$ cat config.mk
export PLATFORM = sky130hd
export DESIGN_NAME = pic_interrupt_sequencer_flat
export DESIGN_NICKNAME = d
export VERILOG_FILES = /design/src/rtl/pic_interrupt_sequencer_pkg.sv /design/src/rtl/pic_interrupt_sequencer_if.sv /design/src/rtl/pic_interrupt_sequencer_resolver.sv /design/src/rtl/pic_interrupt_sequencer.sv /design/src/flat_wrapper.sv
export SDC_FILE = /design/constraint.sdc
export NUM_CORES = 1
export LEC_CHECK = 0
export ABC_AREA = 1
export CORE_UTILIZATION = 47
export DETAILED_ROUTE_END_ITERATION = 8
export PLACE_DENSITY = 0.89
export SLEW_MARGIN = 20
export SYNTH_ARGS = -nofsm -noshare
export SYNTH_HDL_FRONTEND = slang
export SYNTH_SLANG_ARGS = --single-unit
$ cat constraint.sdc
create_clock -name clk -period 1.67 [get_ports clk]
set_input_delay 0.167 -clock clk [delete_from_list [all_inputs] [get_ports clk]]
set_output_delay 0.167 -clock clk [all_outputs]
set_load 0.03 [all_outputs]
$ cat src/rtl/pic_interrupt_sequencer_pkg.sv
// rtl/pic_interrupt_sequencer_pkg.sv - shared types, constants and priority encoder for the PIC sequencer
package pic_pkg;

  localparam int NUM_IRQ = 8;
  localparam logic [2:0] SPURIOUS_LEVEL = 3'd7;

  typedef enum logic [1:0] {
    IDLE,
    PENDING,
    ACK2
  } pic_state_e;

  typedef struct packed {
    logic       found;
    logic [2:0] level;
  } prio_t;

  // IR0 is the highest priority, so the lowest set index wins.
  function automatic prio_t prio_encode(input logic [NUM_IRQ-1:0] bits);
    prio_t r;
    r.found = 1'b0;
    r.level = 3'd0;
    for (int i = NUM_IRQ - 1; i >= 0; i--) begin
      if (bits[i]) begin
        r.found = 1'b1;
        r.level = 3'(i);
      end
    end
    return r;
  endfunction

endpackage

$ cat src/rtl/pic_interrupt_sequencer_if.sv
// rtl/pic_interrupt_sequencer_if.sv - request, acknowledge, EOI and vector signals of the sequencer
interface pic_interrupt_sequencer_if;
  import pic_pkg::*;

  logic [NUM_IRQ-1:0] interrupt_request;
  logic [NUM_IRQ-1:0] interrupt_mask;
  logic [4:0]         vector_base;
  logic               auto_eoi;
  logic               inta;
  logic               eoi_valid;
  logic               eoi_specific;
  logic [2:0]         eoi_level;
  logic               int_out;
  logic [NUM_IRQ-1:0] irr_clear;
  logic [NUM_IRQ-1:0] in_service_register;
  logic               vector_valid;
  logic [7:0]         vector_data;

  modport master (
    output interrupt_request, interrupt_mask, vector_base, auto_eoi,
           inta, eoi_valid, eoi_specific, eoi_level,
    input  int_out, irr_clear, in_service_register, vector_valid, vector_data
  );

  modport slave (
    input  interrupt_request, interrupt_mask, vector_base, auto_eoi,
           inta, eoi_valid, eoi_specific, eoi_level,
    output int_out, irr_clear, in_service_register, vector_valid, vector_data
  );

endinterface

$ cat src/rtl/pic_interrupt_sequencer_resolver.sv
// rtl/pic_interrupt_sequencer_resolver.sv - fixed-priority, fully nested eligibility against the ISR
module pic_priority_resolver
  import pic_pkg::*;
(
  input  logic [NUM_IRQ-1:0] irr,
  input  logic [NUM_IRQ-1:0] imr,
  input  logic [NUM_IRQ-1:0] isr,
  output logic               eligible,
  output logic [2:0]         level
);

  prio_t              isr_top;
  prio_t              win;
  logic [NUM_IRQ-1:0] above_isr;

  assign isr_top = prio_encode(isr);

  // Only levels strictly above the highest in-service level may nest.
  always_comb begin
    above_isr = '0;
    for (int i = 0; i < NUM_IRQ; i++) begin
      above_isr[i] = !isr_top.found || (3'(i) < isr_top.level);
    end
  end

  assign win      = prio_encode(irr & ~imr & above_isr);
  assign eligible = win.found;
  assign level    = win.level;

endmodule

$ cat src/rtl/pic_interrupt_sequencer.sv
// rtl/pic_interrupt_sequencer.sv - INT/INTA handshake, in-service register, EOI handling and vector output
module pic_interrupt_sequencer
  import pic_pkg::*;
(
  input  logic                    clk,
  input  logic                    reset,
  pic_interrupt_sequencer_if.slave bus
);

  pic_state_e         state_q, state_d;
  logic               int_out_q, int_out_d;
  logic [NUM_IRQ-1:0] irr_clear_q, irr_clear_d;
  logic [NUM_IRQ-1:0] isr_q, isr_d;
  logic               vector_valid_q, vector_valid_d;
  logic [7:0]         vector_data_q, vector_data_d;
  logic [2:0]         level_q, level_d;
  logic               spurious_q, spurious_d;

  logic               req_eligible;
  logic [2:0]         req_level;
  prio_t              isr_top;

  pic_priority_resolver u_resolver (
    .irr      (bus.interrupt_request),
    .imr      (bus.interrupt_mask),
    .isr      (isr_q),
    .eligible (req_eligible),
    .level    (req_level)
  );

  assign isr_top = prio_encode(isr_q);

  always_comb begin
    state_d        = state_q;
    int_out_d      = int_out_q;
    irr_clear_d    = '0;
    isr_d          = isr_q;
    vector_valid_d = 1'b0;
    vector_data_d  = vector_data_q;
    level_d        = level_q;
    spurious_d     = spurious_q;

    // EOI is resolved against the registered ISR so a same-cycle set lands on top of it.
    if (bus.eoi_valid) begin
      if (bus.eoi_specific) begin
        isr_d[bus.eoi_level] = 1'b0;
      end else if (isr_top.found) begin
        isr_d[isr_top.level] = 1'b0;
      end
    end

    case (state_q)
      IDLE: begin
        if (req_eligible) begin
          int_out_d = 1'b1;
          state_d   = PENDING;
        end
      end
      PENDING: begin
        if (bus.inta) begin
          int_out_d = 1'b0;
          state_d   = ACK2;
          if (req_eligible) begin
            level_d          = req_level;
            spurious_d       = 1'b0;
            isr_d[req_level] = 1'b1;
            irr_clear_d      = NUM_IRQ'(1) << req_level;
          end else begin
            level_d    = SPURIOUS_LEVEL;
            spurious_d = 1'b1;
          end
        end
      end
      ACK2: begin
        if (bus.inta) begin
          vector_valid_d = 1'b1;
          vector_data_d  = {bus.vector_base, level_q};
          state_d        = IDLE;
          if (bus.auto_eoi && !spurious_q) begin
            isr_d[level_q] = 1'b0;
          end
        end
      end
      default: state_d = IDLE;
    endcase
  end

  always_ff @(posedge clk) begin
    if (reset) begin
      state_q        <= IDLE;
      int_out_q      <= 1'b0;
      irr_clear_q    <= '0;
      isr_q          <= '0;
      vector_valid_q <= 1'b0;
      vector_data_q  <= 8'h00;
      level_q        <= 3'd0;
      spurious_q     <= 1'b0;
    end else begin
      state_q        <= state_d;
      int_out_q      <= int_out_d;
      irr_clear_q    <= irr_clear_d;
      isr_q          <= isr_d;
      vector_valid_q <= vector_valid_d;
      vector_data_q  <= vector_data_d;
      level_q        <= level_d;
      spurious_q     <= spurious_d;
    end
  end

  assign bus.int_out             = int_out_q;
  assign bus.irr_clear           = irr_clear_q;
  assign bus.in_service_register = isr_q;
  assign bus.vector_valid        = vector_valid_q;
  assign bus.vector_data         = vector_data_q;

endmodule

$ cat src/flat_wrapper.sv
// flat-port wrapper written by rule: the top's interface ports become plain ports
module pic_interrupt_sequencer_flat import pic_pkg::*;
  (clk, reset, bus_interrupt_request, bus_interrupt_mask, bus_vector_base, bus_auto_eoi, bus_inta, bus_eoi_valid, bus_eoi_specific, bus_eoi_level, bus_int_out, bus_irr_clear, bus_in_service_register, bus_vector_valid, bus_vector_data);
  pic_interrupt_sequencer_if bus_i ();
  input  logic clk;
  input  logic reset;
  input wire logic [$bits(bus_i.interrupt_request)-1:0] bus_interrupt_request;
  input wire logic [$bits(bus_i.interrupt_mask)-1:0] bus_interrupt_mask;
  input wire logic [$bits(bus_i.vector_base)-1:0] bus_vector_base;
  input wire logic [$bits(bus_i.auto_eoi)-1:0] bus_auto_eoi;
  input wire logic [$bits(bus_i.inta)-1:0] bus_inta;
  input wire logic [$bits(bus_i.eoi_valid)-1:0] bus_eoi_valid;
  input wire logic [$bits(bus_i.eoi_specific)-1:0] bus_eoi_specific;
  input wire logic [$bits(bus_i.eoi_level)-1:0] bus_eoi_level;
  output wire logic [$bits(bus_i.int_out)-1:0] bus_int_out;
  output wire logic [$bits(bus_i.irr_clear)-1:0] bus_irr_clear;
  output wire logic [$bits(bus_i.in_service_register)-1:0] bus_in_service_register;
  output wire logic [$bits(bus_i.vector_valid)-1:0] bus_vector_valid;
  output wire logic [$bits(bus_i.vector_data)-1:0] bus_vector_data;
  assign bus_i.interrupt_request = bus_interrupt_request;
  assign bus_i.interrupt_mask = bus_interrupt_mask;
  assign bus_i.vector_base = bus_vector_base;
  assign bus_i.auto_eoi = bus_auto_eoi;
  assign bus_i.inta = bus_inta;
  assign bus_i.eoi_valid = bus_eoi_valid;
  assign bus_i.eoi_specific = bus_eoi_specific;
  assign bus_i.eoi_level = bus_eoi_level;
  assign bus_int_out = bus_i.int_out;
  assign bus_irr_clear = bus_i.irr_clear;
  assign bus_in_service_register = bus_i.in_service_register;
  assign bus_vector_valid = bus_i.vector_valid;
  assign bus_vector_data = bus_i.vector_data;
  pic_interrupt_sequencer u_core (.clk(clk), .reset(reset), .bus(bus_i));
endmodule
==> flow_summary.ini <==
[route]
drc_errors = 0
dr.pass1.iters = 4
route.vias.total = 2194
ant_nets = 0
first_iter_violations = 140
wl_um = 5760
wl_per_cell_um = 14.0
routed_via_density = 5.33

[power]
power.switching_mw = 1.91
ir_worst_vdd_mv = 1.10
swShare_pct = 46.4
power_frac_seq_pct = 23.2
p_leak_nw = 1.24
total_power_mw = 4.11
combPwrFrac_pct = 62.1
power.density_nw_per_um2 = 1390
intPower_mw = 2.20
clock_power_share_pct = 14.8

[setup_path]
arrival_ns = 2.10
rr_worst_depth = 12
critical_path_required_ns = 1.88
cp_max_fo = 4
timing.rr.start = u_core.bus.in_service_register[6]
cp-start-kind = flip-flop
crit_type = reg2reg
worstSetupEndpointType = flip-flop
reg2reg_slack_ns = -0.22
timing.rr.end = u_core.bus.in_service_register[4]

[logic_synthesis]
synth_most_common_cell = nand2_1
yosysSeqAreaShare_pct = 34.3
synth_area_leaders = dfxtp_1 (34%), nand2_1 (12%), inv_1 (8.2%)
synth.distinct_cells = 33
synth-edff-count = 0
ys_warn_count = 0
synth_top_cell_by_area = dfxtp_1
ys_async_sr_fraction_pct = 0
synth_top_area_share_pct = 34.3
synth-seq-cells = 32
syn_inst = 281
ys.flop_type = dfxtp_1
syn_nets = 315
avgSynthCellArea_um2 = 6.64
syn_area_um2 = 1870
netlist_top_cells_count = nand2_1 (58), inv_1 (41), nor2_1 (34)

[sta]
rsz0062_at_grt = true
fin_tns_setup_ns = -2.65
fmax_ghz = 0.530
fin_crit_ns = 1.89
setup_viol = 20
fin_crit_sh_pct = 113
tightest_slew_ns = 0.582
slew_headroom_pct = 61.1
hold_viol = 0
clock_skew_ns = 0.00659
drv_slew = 0
whs_ns = 0.443
layout_setup_ws_ns = -0.217

[cells_and_area]
num_antenna_cells = 0
num-nets-final = 397
n_fill_cell = 271
areaGrowthSynthToFinish_pct = 58.0
drive_gt1_share_pct = 27.7

[global_routing]
grt_overflow = 0
grt_max_degree = 24
track_usage_pct = 26.4
grt_pass1_vias = 1998
grt_pass1_wl_um = 8580
antenna_found_initial = 0

[floorplanning]
die_w_um = 65
die_y_um = 65
pin_count = 56
rows = 22
start_util_pct = 49.8
core_um2 = 3740
die_area_um2 = 4230

[status]
outcome = finished with violations
violations = setup timing

[run]
cap_violations = 0

[clock_tree]
clockBufferDepth = 2
cts_tree = built
root_buffer = clkbuf_8
cts.sinks = 32
postCtsHoldBufs = 0
cts_max_level = 2
cts.clk_slew.worst_paths_ns = 0.07
clock_latency_ns = 0.28
numCtsBuffers = 5

[place]
hpwl_um = 3940
io_buffers = 55
gp_congestion = 0.905

[hold_path]
hold_end = u_core.bus.int_out
min_from = u_core.bus.int_out
holdPathStages = 2
hold_path_class = reg2reg
==> through the flow <==
| step | worst slack [ns] | instance area (um2) | util [%] | instances |
|---|---|---|---|---|
| 2_1_floorplan | 0.00836 | 1880 | - | 281 |
| 3_5_place_dp | -0.183 | 2630 | 70.3 | 401 |
| 5_1_grt | -0.340 | 2950 | 78.7 | 412 |
| 4_1_cts | -0.0679 | 2770 | 74.0 | 409 |
| 6_report | -0.217 | 2950 | 78.7 | 412 |
| 3_3_place_gp | -0.0938 | 2630 | 70.3 | 401 |
==> power by group through the flow <==
stage	Clock [mW]	Combinational (mW)	Sequential (mW)
detailed placement	0	2.00	0.965
finish	0.606	2.55	0.952
global route	0.664	2.74	0.960
global placement	0	1.96	0.964
CTS	0.613	2.09	0.949
floorplan	0	1.16	1.08
==> flip-flops by register name, summed over array words and instances, names as in the netlist <==
signal / count
u_core.level_q: 3
u_core.bus.vector_valid: 1
u_core.bus.irr_clear: 8
u_core.bus.int_out: 1
u_core.spurious_q: 1
u_core.bus.in_service_register: 8
u_core.bus.vector_data: 8
u_core.state_q: 2
==> cell usage in the layout (no fill, tap or decap), drive strengths merged <==
| cell | netlist | final |
|---|---|---|
| nand2 | 66 | 66 |
| dfxtp | 32 | 32 |
| o311ai | 1 | 1 |
| buf | 2 | 24 |
| o21ai | 24 | 24 |
| clkdlybuf4s50 | 0 | 54 |
| clkbuf | 2 | 6 |
| nand3 | 18 | 18 |
| nor2 | 41 | 41 |
| a31oi | 3 | 3 |
| o31ai | 2 | 2 |
| nand4 | 4 | 4 |
| a211oi | 1 | 1 |
| nor3b | 2 | 2 |
| a21boi | 1 | 1 |
| or2 | 2 | 2 |
| dlygate4sd2 | 0 | 1 |
| inv | 45 | 44 |
| nor4 | 3 | 3 |
| a21oi | 15 | 15 |
| o22ai | 5 | 5 |
| ha | 4 | 4 |
| nor3 | 6 | 6 |
| o32ai | 1 | 1 |
| clkinv | 0 | 3 |
| o221ai | 1 | 1 |
==> cell type report <==
type,instances,area [um2],area share [%]
multi-input cells,200,1210,41.2
repair buffers,79,753,25.6
flip-flops and latches,32,653,22.2
inverters,45,174,5.90
clock buffers,6,82.6,2.80
well taps,48,60.1,2.04
clock inverters,2,10.0,0.340
==> cell families (layout without fill, tap and decap cells) <==
kind of cell    after synthesis  in the layout  share of synthesized area [%]
flops                        32             32                           34.3
fa+ha+maj                     4              4                           2.68
compound gates               54             54                           16.8
buf+inv                      49            132                           9.99
simple gates                142            142                           36.2
==> how the worst max path moves through the flow <==
stage / cells after the start / to / slack, ns / start
after global placement: 13 / u_core.bus.in_service_register[4] / -0.09 / bus_interrupt_request[2]
after detailed placement: 15 / u_core.bus.in_service_register[0] / -0.18 / bus_interrupt_request[2]
final: 12 / u_core.bus.in_service_register[4] / -0.22 / u_core.bus.in_service_register[6]
after floorplan: 19 / u_core.state_q[0] / 0.008 / u_core.bus.in_service_register[6]
after CTS: 10 / u_core.bus.in_service_register[2] / -0.07 / u_core.bus.in_service_register[1]
after global routing: 19 / u_core.state_q[0] / -0.34 / u_core.bus.in_service_register[6]
==> metal layers <==
metal	wire length, um	global-route usage, %	vias up
met5	0	0	-
met4	179	11.4	0
met3	322	6.16	20
met2	2850	44.3	99
met1	2410	31.9	995
li1	-	-	1080
==> repair_timing <==
item / CTS / global route
endpoints found under the setup margin: 18 / 22
setup buffers: 0 / 4
pin swaps: 4 / 23
gates resized for setup: 14 / 38
==> critical path, cell delays in order (launching register included) <==
cell     delay, ns
dfxtp_2       0.34
buf_4         0.14
nor2_4        0.09
nand2_2       0.09
nor2_4        0.15
inv_1         0.06
nand2_2       0.11
nand2_1       0.09
nand2_2       0.11
o21ai_1       0.12
nor3_2        0.21
nand4_1       0.16
a21oi_1       0.14
Power figures use the tool's default switching activity.
==> edit: new RTL, config.mk and constraints unchanged <==
Encoding of `pic_state_e`: now one-hot (3 bits for 3 states).
--- a/src/rtl/pic_interrupt_sequencer_pkg.sv
+++ b/src/rtl/pic_interrupt_sequencer_pkg.sv
@@ -6,6 +6,6 @@
 
-  typedef enum logic [1:0] {
-    IDLE,
-    PENDING,
-    ACK2
+  typedef enum logic [2:0] {
+    IDLE    = 3'b001,
+    PENDING = 3'b010,
+    ACK2    = 3'b100
   } pic_state_e;
Function: no difference found for any inputs over 4 cycles, from zero or initial values and one cycle with reset high; so few cycles prove little.
==> edit against the original RTL <==
The flow still finishes with violations (setup timing). Routed wire length rose by 37%. Sequential cell count rose by 1. Cell area rose by 6.2%. Non-clock buffer count rose by 17. Worst setup slack got worse by 0.085 ns. Clock skew fell by 0.00085 ns. Synthesized area fell by 2.7%. First-iteration DRC count rose by 100%. Sequential share of layout area fell by 0.73 points. Critical endpoint is now u_core.bus.in_service_register[1]$_SDFF_PP0_. Largest cell class unchanged.
Power is not compared: it rests on default switching activity, and its combinational part moved more than twofold at a synthesized area within 25%.
==> edit: results (changes against the original RTL) <==
• ratio of cells with drive above 1 in the final layout: 0.3478, +0.07035
• Via Count: 2,406, +9.7%
• pre-CTS setup slack: -0.1708 ns, +0.01206 ns
• # port buffers: 55, unchanged
• total leakage power: 1.335 nW
• cts repair resizes: 18, +4
• end point of the critical path: u_core.bus.in_service_register[1]$_SDFF_PP0_
• FF-to-FF path depth: 15, +3
• hold path startpoint: bus_vector_base[4]
• global-route wire length before repair: 9183 µm, +7.0%
• worst slew pin tran: 0.3525 ns, -0.2298 ns
• global placer's final weighted congestion: 0.8688, -3.9%
• GR Layer Usage met1: 0.3007, -0.01791
• hpwl dp: 3997 µm, +1.5%
• arrival time reported for the critical path endpoint: 2.19 ns, +0.09 ns
• Fin Setup TNS: -4.128 ns, -1.474 ns
• initial detailed-routing violation count: 280, +100%
• routed len/inst: 18.92 µm, +35%
• met3 GRT Util: 0.07857, +0.01695
• status: finished with violations
• end of the worst hold path: u_core.bus.vector_data[7]$_SDFFE_PP0P_
• GRT met2 Usage: 0.5306, +0.08788
• maximum number of pins on one net before global-route repair: 11, -54%
• WHS: 0.4619 ns, +0.01851 ns
• leading post-synthesis cells by instance count: 59 x nand2_1, 41 x inv_1, 33 x dfxtp_1
• Post-Layout Cell Count: 416, +0.97%
• number of detailed-routing iterations run before antenna repair: 5, +1
• Hold Path Class: input pin to flop
• number of nets produced by synthesis: 297, -5.7%
• cell types occupying the most area after synthesis: dfxtp_1 36%, nand2_1 12%, inv_1 8.5%
• # setup viols final: 23, +15%
• DRT met1 WL: 2660 µm, +11%
• via count of the first global-routing pass: 2,094, +4.8%
• worst hold path stage count: 3, +1
• setup clock skew after layout: 0.005736 ns, -0.0008545 ns
• Post-CTS Setup Bufs: 4, +4
• violated checks: setup timing
• proportion of synthesized chip area in sequential cells: 0.3639, +0.02049
• highest net fanout along the worst path: 5, +1
• highest ir drop seen on vdd: 0.0006452 V
• DP Cell Count: 394, -1.7%
• detailed route wirelength on metal3: 726 µm, +130%
• Max stage delay cell, worst path: dfxtp_2
• total routing resource utilization after global routing: 0.2907, +0.02680
• met2 wire length: 3850 µm, +35%
• Distinct cells, synth: 29, -12%
• count of mapped cells out of synthesis: 267, -5.0%
• fraction of synthesized cell area taken by the top area cell type: 0.3639, +0.02049
• Worst Setup Slack, final: -0.3024 ns, -0.08548 ns
[edit: power breakdown]
| group | internal, mW | leakage [nW] | total, mW | switching (mW) |
|---|---|---|---|---|
| Clock | 0.486 | 0.0585 | 0.792 | 0.306 |
| Combinational | 0.284 | 1.01 | 0.669 | 0.385 |
| Sequential | 0.813 | 0.271 | 0.834 | 0.0206 |
| Total | 1.58 | 1.34 | 2.29 | 0.712 |
[edit: cell type report]
type | count | area, µm²
clock buffers | 7 | 86.33
clock inverters | 1 | 30.03
fillers | 207 | 558.0
inverters | 46 | 175.2
multi-input cells | 185 | 1221
flip-flops and latches | 33 | 670.6
well taps | 48 | 60.06
repair buffers | 96 | 887.1
[edit: logic make-up (layout without fill, tap and decap cells)]
logic type,Yosys count,after routing,synth area share
flip-flops,33,33,0.3639
AO/OA/AOI/OAI,53,53,0.1744
AND/OR/NAND/NOR,132,132,0.3604
buffers and inverters,49,150,0.1013
